### src/rtl/alu_issue_ctrl.sv
// rtl/alu_issue_ctrl.sv - operand-side sequencer for the 16-bit combinational ALU
// Reads operands from a small register file, drives the ALU, captures and writes back the result.
module alu_issue_ctrl #(
  parameter int DATA_W = 16,
  parameter int REG_N  = 8,
  localparam int AW    = $clog2(REG_N)
) (
  input  logic              clk,
  input  logic              rst,
  input  logic              ins_valid,
  output logic              ins_ready,
  input  logic              ins_mode,
  input  logic [3:0]        ins_select,
  input  logic [AW-1:0]     ins_ra,
  input  logic [AW-1:0]     ins_rb,
  input  logic [AW-1:0]     ins_rd,
  input  logic              ins_use_carry,
  input  logic              wr_en,
  input  logic [AW-1:0]     wr_addr,
  input  logic [DATA_W-1:0] wr_data,
  output logic [DATA_W-1:0] alu_in_a,
  output logic [DATA_W-1:0] alu_in_b,
  output logic [3:0]        alu_select,
  output logic              alu_mode,
  output logic              alu_carry_in,
  input  logic [DATA_W-1:0] alu_out,
  input  logic              alu_carry_out,
  input  logic              alu_compare,
  output logic              res_valid,
  input  logic              res_ready,
  output logic [DATA_W-1:0] res_data,
  output logic [AW-1:0]     res_rd,
  output logic              res_carry,
  output logic              res_compare,
  output logic              carry_flag
);

  typedef enum logic [1:0] {IDLE, DRIVE, CAPT, DONE} state_t;

  state_t state, state_nxt;

  logic              op_mode;
  logic [3:0]        op_select;
  logic [AW-1:0]     op_ra;
  logic [AW-1:0]     op_rb;
  logic [AW-1:0]     op_rd;
  logic              op_use_carry;
  logic [DATA_W-1:0] rf [REG_N];

  logic accept;
  logic ext_wr;

  assign ins_ready = (state == IDLE);
  assign res_valid = (state == DONE);
  assign accept    = ins_valid && ins_ready;
  assign ext_wr    = wr_en && (state == IDLE);

  always_ff @(posedge clk or posedge rst) begin
    if (rst) state <= IDLE;
    else     state <= state_nxt;
  end

  always_comb begin
    state_nxt = state;
    case (state)
      IDLE:    if (accept) state_nxt = DRIVE;
      DRIVE:   state_nxt = CAPT;
      CAPT:    state_nxt = DONE;
      DONE:    if (res_ready) state_nxt = IDLE;
      default: state_nxt = IDLE;
    endcase
  end

  // External loads and write-back never collide: one is IDLE-only, the other CAPT-only.
  always_ff @(posedge clk or posedge rst) begin
    if (rst) begin
      for (int i = 0; i < REG_N; i++) rf[i] <= '0;
    end else begin
      if (ext_wr)          rf[wr_addr] <= wr_data;
      if (state == CAPT)   rf[op_rd]   <= alu_out;
    end
  end

  always_ff @(posedge clk or posedge rst) begin
    if (rst) begin
      op_mode      <= 1'b0;
      op_select    <= '0;
      op_ra        <= '0;
      op_rb        <= '0;
      op_rd        <= '0;
      op_use_carry <= 1'b0;
    end else if (accept) begin
      op_mode      <= ins_mode;
      op_select    <= ins_select;
      op_ra        <= ins_ra;
      op_rb        <= ins_rb;
      op_rd        <= ins_rd;
      op_use_carry <= ins_use_carry;
    end
  end

  // ALU inputs load in DRIVE and stay put until the next op reaches DRIVE.
  always_ff @(posedge clk or posedge rst) begin
    if (rst) begin
      alu_in_a     <= '0;
      alu_in_b     <= '0;
      alu_select   <= '0;
      alu_mode     <= 1'b0;
      alu_carry_in <= 1'b0;
    end else if (state == DRIVE) begin
      alu_in_a     <= rf[op_ra];
      alu_in_b     <= rf[op_rb];
      alu_select   <= op_select;
      alu_mode     <= op_mode;
      alu_carry_in <= op_use_carry & carry_flag;
    end
  end

  always_ff @(posedge clk or posedge rst) begin
    if (rst) begin
      res_data    <= '0;
      res_rd      <= '0;
      res_carry   <= 1'b0;
      res_compare <= 1'b0;
      carry_flag  <= 1'b0;
    end else if (state == CAPT) begin
      res_data    <= alu_out;
      res_rd      <= op_rd;
      res_carry   <= alu_carry_out;
      res_compare <= alu_compare;
      if (!op_mode) carry_flag <= alu_carry_out;
    end
  end

endmodule

### config.mk
export PLATFORM = sky130hd
export DESIGN_NAME = alu_issue_ctrl
export DESIGN_NICKNAME = d
export VERILOG_FILES = /design/src/rtl/alu_issue_ctrl.sv
export SDC_FILE = /design/constraint.sdc
export NUM_CORES = 1
export LEC_CHECK = 0
export BUFFER_PORTS_ARGS = -buffer_cell sky130_fd_sc_hd__buf_2
export CAP_MARGIN = 10
export CORE_ASPECT_RATIO = 1.25
export CORE_MARGIN = 2
export CORE_UTILIZATION = 45
export CTS_CLUSTER_SIZE = 16
export DETAILED_ROUTE_END_ITERATION = 10
export RECOVER_POWER = 100
export SYNTH_ARGS = -nofsm -noshare
export SYNTH_HDL_FRONTEND = slang
export SYNTH_SLANG_ARGS = --single-unit
export TNS_END_PERCENT = 30
### constraint.sdc
create_clock -name clk -period 7.9 [get_ports clk]
set_clock_uncertainty 0.05 [all_clocks]
set_input_delay 0.395 -clock clk [delete_from_list [all_inputs] [get_ports clk]]
set_output_delay 0.395 -clock clk [all_outputs]
set_load 0.02 [all_outputs]
== Yosys cells after proc, flatten, opt, wreduce, memory -nomap -nowiden ==
Index checks and enable logic that the tools add are counted.

* Word-level logic and storage cells: 66
* Input port bits: 57
* Output and inout bits: 62
* Flip-flop bits (word level): 205

* Bitwise operators: 6
* Equal/unequal tests: 5
* Magnitude comparators: 6
* Multiplexer cells: 17
* Reduce and logical (&&, ||, !) cells: 7

{| class="wikitable"
|+ Operator list
! kind !! number
|-
| $bwmux 128 || 2
|-
| $mux 128 || 2
|-
| $bmux 16 s3 || 2
|-
| $demux 16 s3 || 2
|-
| $mux 16 || 6
|-
| $ge 4x4->1 const B || 4
|-
| $not 3->4 || 4
|-
| $lt 4x1->1 const B || 2
|-
| $pmux 2 s4 || 1
|-
| $eq 2x2->1 const B || 2
|-
| $logic_and 1x1->1 || 4
|-
| $mux 2 || 2
|-
| $ne 2x1->1 const B || 2
|-
| $reduce_and 2->1 || 2
|-
| $eq 2x1->1 const B || 1
|-
| $logic_not 2->1 || 1
|-
| $and 1x1->1 || 1
|-
| $not 1->1 || 1
|}

== Logic depth before layout (Yosys ltp) ==
* Depth after elaboration: 9
* Mapped depth: 8

== Worst setup path before layout ==
OpenSTA, ideal clock, no wires.

* Path kind: register to register
* From: reg state[0]
* To: reg rf[117] in the netlist's numbering
* Setup time: 0.082 ns
* Stages on the path, launching flop included: 9
* Clock period less this slack: 1.897 ns
* Arrival time: 1.765 ns
* Required time: 7.768 ns
* Path slack: 6.003 ns
* Path through: dfrtp_1 > inv_1 > ha_1 > buf_2 > and3b_1 > buf_2 > clkbuf_1 > nand3_1 > a31oi_1

* Word-level cells in the longest chain between the ends: 5

{| class="wikitable"
|+ RTL lines
! item !! RTL line !! RTL
|-
| start: declaration || 40 || <nowiki>state_t state, state_nxt;</nowiki>
|-
| start signal: assignment || 60 || <nowiki>else state <= state_nxt;</nowiki>
|-
| $logic_not 2->1 * || - ||
|-
| via ins_ready || 11 || <nowiki>output logic ins_ready,</nowiki>
|-
| $logic_and 1x1->1 * || 56 || <nowiki>assign ext_wr = wr_en && (state == IDLE);</nowiki>
|-
| $mux 128 * || 79 || <nowiki>if (ext_wr) rf[wr_addr] <= wr_data;</nowiki>
|-
| $bwmux 128 || 80 || <nowiki>if (state == CAPT) rf[op_rd] <= alu_out;</nowiki>
|-
| $mux 128 * || 80 ||
|-
| end signal: indexed assignment || 79 ||
|-
| end signal: indexed assignment || 80 ||
|-
| end: declaration || 48 || <nowiki>logic [DATA_W-1:0] rf [REG_N];</nowiki>
|}

Mark *: on every way through the listed nets, which the timed path passes. The rest lies on a longest branch.
A chain may end at the register's enable or synchronous reset.

== Final worst setup path ==
* From: reg state[0]
* To: reg rf[88] in the netlist's numbering

* Word-level cells in the longest chain between the ends: 5

{| class="wikitable"
|+ RTL lines
! item !! RTL line
|-
| $logic_not 2->1 || 56
|-
| $logic_and 1x1->1 || 56
|-
| $mux 128 || 79
|-
| $bwmux 128 || 80
|-
| $mux 128 * || 80
|}

Mark *: on every way between the ends. The rest lies on a longest branch, timed or not.

==> metrics <==
worst hold path class=in -> async; Core Rows=65; Post-CTS Setup Bufs=0; First-pass DRT Iterations=8; starting density of the core=0.458; gpl congestion=0.806; DRT antenna net count=0; DP Wirelength=21,900 µm; Max-Cap Viols=8; leading area contributor after synthesis=dfrtp_1; CTS max path bufs=3; WL per Instance=25.0 µm; total core area=0.0253 mm²; die width=148 µm; Congestion Overflow GR=0; number of global-route vias before repair=9,976; Peak Freq=254 MHz; relative slew slack=-1.39; initial antenna violation count=1; flop and latch count out of synthesis=205; die height=183 µm; setup ws final=3.96 ns; power per cell area=461 mW/mm²; Mapped Nets=1,316; first-pass GRT wire length=62,000 µm; arrival time at the worst endpoint=4.23 ns; slowest cell on the critical path=clkbuf_1; filler cell count=2,370; number of remaining DRC errors=0; status=finished with violations; CP most frequent cell=clkbuf_1; Tcrit/Tclk final=0.499; synth unique cells=33; pin slew with the least headroom to its limit=3.58 ns; share of layout cells above drive strength 1=0.128; Clock Latency Late Sink=0.51 ns; top-area cell type share of the netlist area=0.442; Post-Syn Instances=1,255; cells taking the most area after synthesis=dfrtp_1 44%, mux2i_1 8.3%, nand3_1 7.0%; register area share after synthesis=0.442; Syn. warnings=0; Routed WL=40,100 µm; fin crit period=3.94 ns; GRT Overall Usage=0.296; Critical Path RT=8.19 ns; Mapped Area=0.0116 mm²; # H-tree levels=1; Top Family by Delay on Critical Path=buffers and inverters; dpl ws=5.38 ns; PostCTS Resize Cnt=0; CTS tree=done; Worst setup SP type=register; slowest stage delay, CP=1.19 ns; cts hold-fix bufs=0; Crit Path Max Fanout=31; CP Capture Type=register; final hold slack=0.0599 ns; Fin Setup TNS=0 ns; Die ar.=0.0271 mm²; IO buf count=118; DR iter-0 viols=1,089; leakage=5.24 nW; total CTS buffers=23; CTS Sinks=205; vias=10,400; Area growth syn-to-layout=10.2%; final hold vios=0; Setup CP Type=reg -> reg; Reg clk slew, reported paths=0.06 ns; clock root cell=clkbuf_16; critical-path cell list=inv_1 > ha_1 > clkbuf_1 > nand4bb_1 > clkbuf_1 > nor2_1 > a31oi_1; peak supply drop=0.177 mV; largest net degree at the start of global routing=134; final setup fails=0; unrepaired setup endpoints after global routing=no; nets@finish=1,314; syn_area_per_cell=9.24 µm²; Buf+Inv Stages, Crit Path=3; Top Ports=119; failing checks=capacitance limit, slew limit; Via density=6.48; Final Max Slew Viols=302
==> final cells by class <==
type | count | area, µm² | share of cell area
Inverter | 5 | 26.3 | 0.00206
Clock inverter | 6 | 134 | 0.0105
Clock buffer | 35 | 691 | 0.0541
Sequential cell | 205 | 5140 | 0.402
Tap cell | 335 | 419 | 0.0328
Multi-Input combinational cell | 880 | 5730 | 0.449
Antenna cell | 2 | 5.00 | 0.000392
Timing Repair Buffer | 138 | 628 | 0.0492
==> cells by family after synthesis <==
| group | share of synthesized area |
|---|---|
| DFF | 0.442 |
| AOI/OAI and AO/OA | 0.199 |
| buffers and inverters | 0.0671 |
| adders and majority gates | 0.00432 |
| and+or+nand+nor | 0.163 |
| muxes | 0.125 |
==> state kept, by name, summed over array words and instances (netlist names), 4 cells and up <==
signal and flops:
alu_in_a 16, alu_in_b 16, alu_select 4, op_select 4
res_data 16, rf 128
==> power breakdown <==
part	switching, W	internal (W)
Combinational	0.00151	0.00108
Clock	0.000445	0.000732
Sequential	0.000510	0.00161
Total	0.00247	0.00342
==> final timing paths <==
check / slack [ns] / startpoint / to / cells past startpoint
max in group asynchronous: 6.19 / rst / rf[29] / 3
min: 0.06 / rst / alu_in_b[15] / 2
min in group clk: 0.06 / ins_mode / op_mode / 2
min reg2reg: 0.45 / op_select[0] / alu_select[0] / 1
max: 3.96 / state[0] / rf[88] / 7
max reg2reg: 3.96 / state[0] / rf[88] / 7
==> Yosys cell counts (all sizes together) <==
master   number
dfrtp       205
a211o        32
ha            4
nand4         1
and3          1
nand4b        3
or2           1
clkbuf       82
and3b         1
nand4bb       3
nand2         2
or4b          1
o21ai       129
nand3b        1
a41o         32
o32a          1
a21oi         1
mux2i        96
mux2         43
nand2b        4
nor2b        70
and2          1
nand3       162
nor2        131
buf          83
inv           5
a22oi        32
a31oi       128
==> stage by stage <==
| step | std cells | instance area, µm² | utilization | total power [W] |
|---|---|---|---|---|
| final | 1606 | 12800 | 0.505 | 0.00589 |
| after global routing | 1605 | 12800 | 0.505 | 0.00624 |
| after CTS | 1604 | 12900 | 0.509 | 0.00589 |
| after detailed placement | 1563 | 12100 | 0.477 | 0.00471 |
| after global placement | 1563 | 12100 | 0.477 | 0.00464 |
| after floorplan | 1255 | 11600 | - | 0.00394 |
==> placed cells by master, fill, tap and decap left out, types with 7 or more instances in the layout <==
master,n
o21ai_0,129
nand3_1,161
a22oi_1,32
clkbuf_1,77
a41o_1,32
clkbuf_8,7
mux2i_1,96
nor2b_1,66
dfrtp_1,203
mux2_2,43
a211o_1,32
buf_4,11
nor2_1,128
buf_2,55
a31oi_1,128
clkbuf_16,23
==> per-layer routing <==
layer	up-vias	routed length [µm]	part of all wire	GRT usage
met5	-	0	0	0
met3	72	3550	0.089	0.0481
li1	4580	-	-	-
met4	0	837	0.021	0.0792
met2	557	18300	0.46	0.457
met1	5193	17400	0.43	0.432
Power figures use the tool's default switching activity.
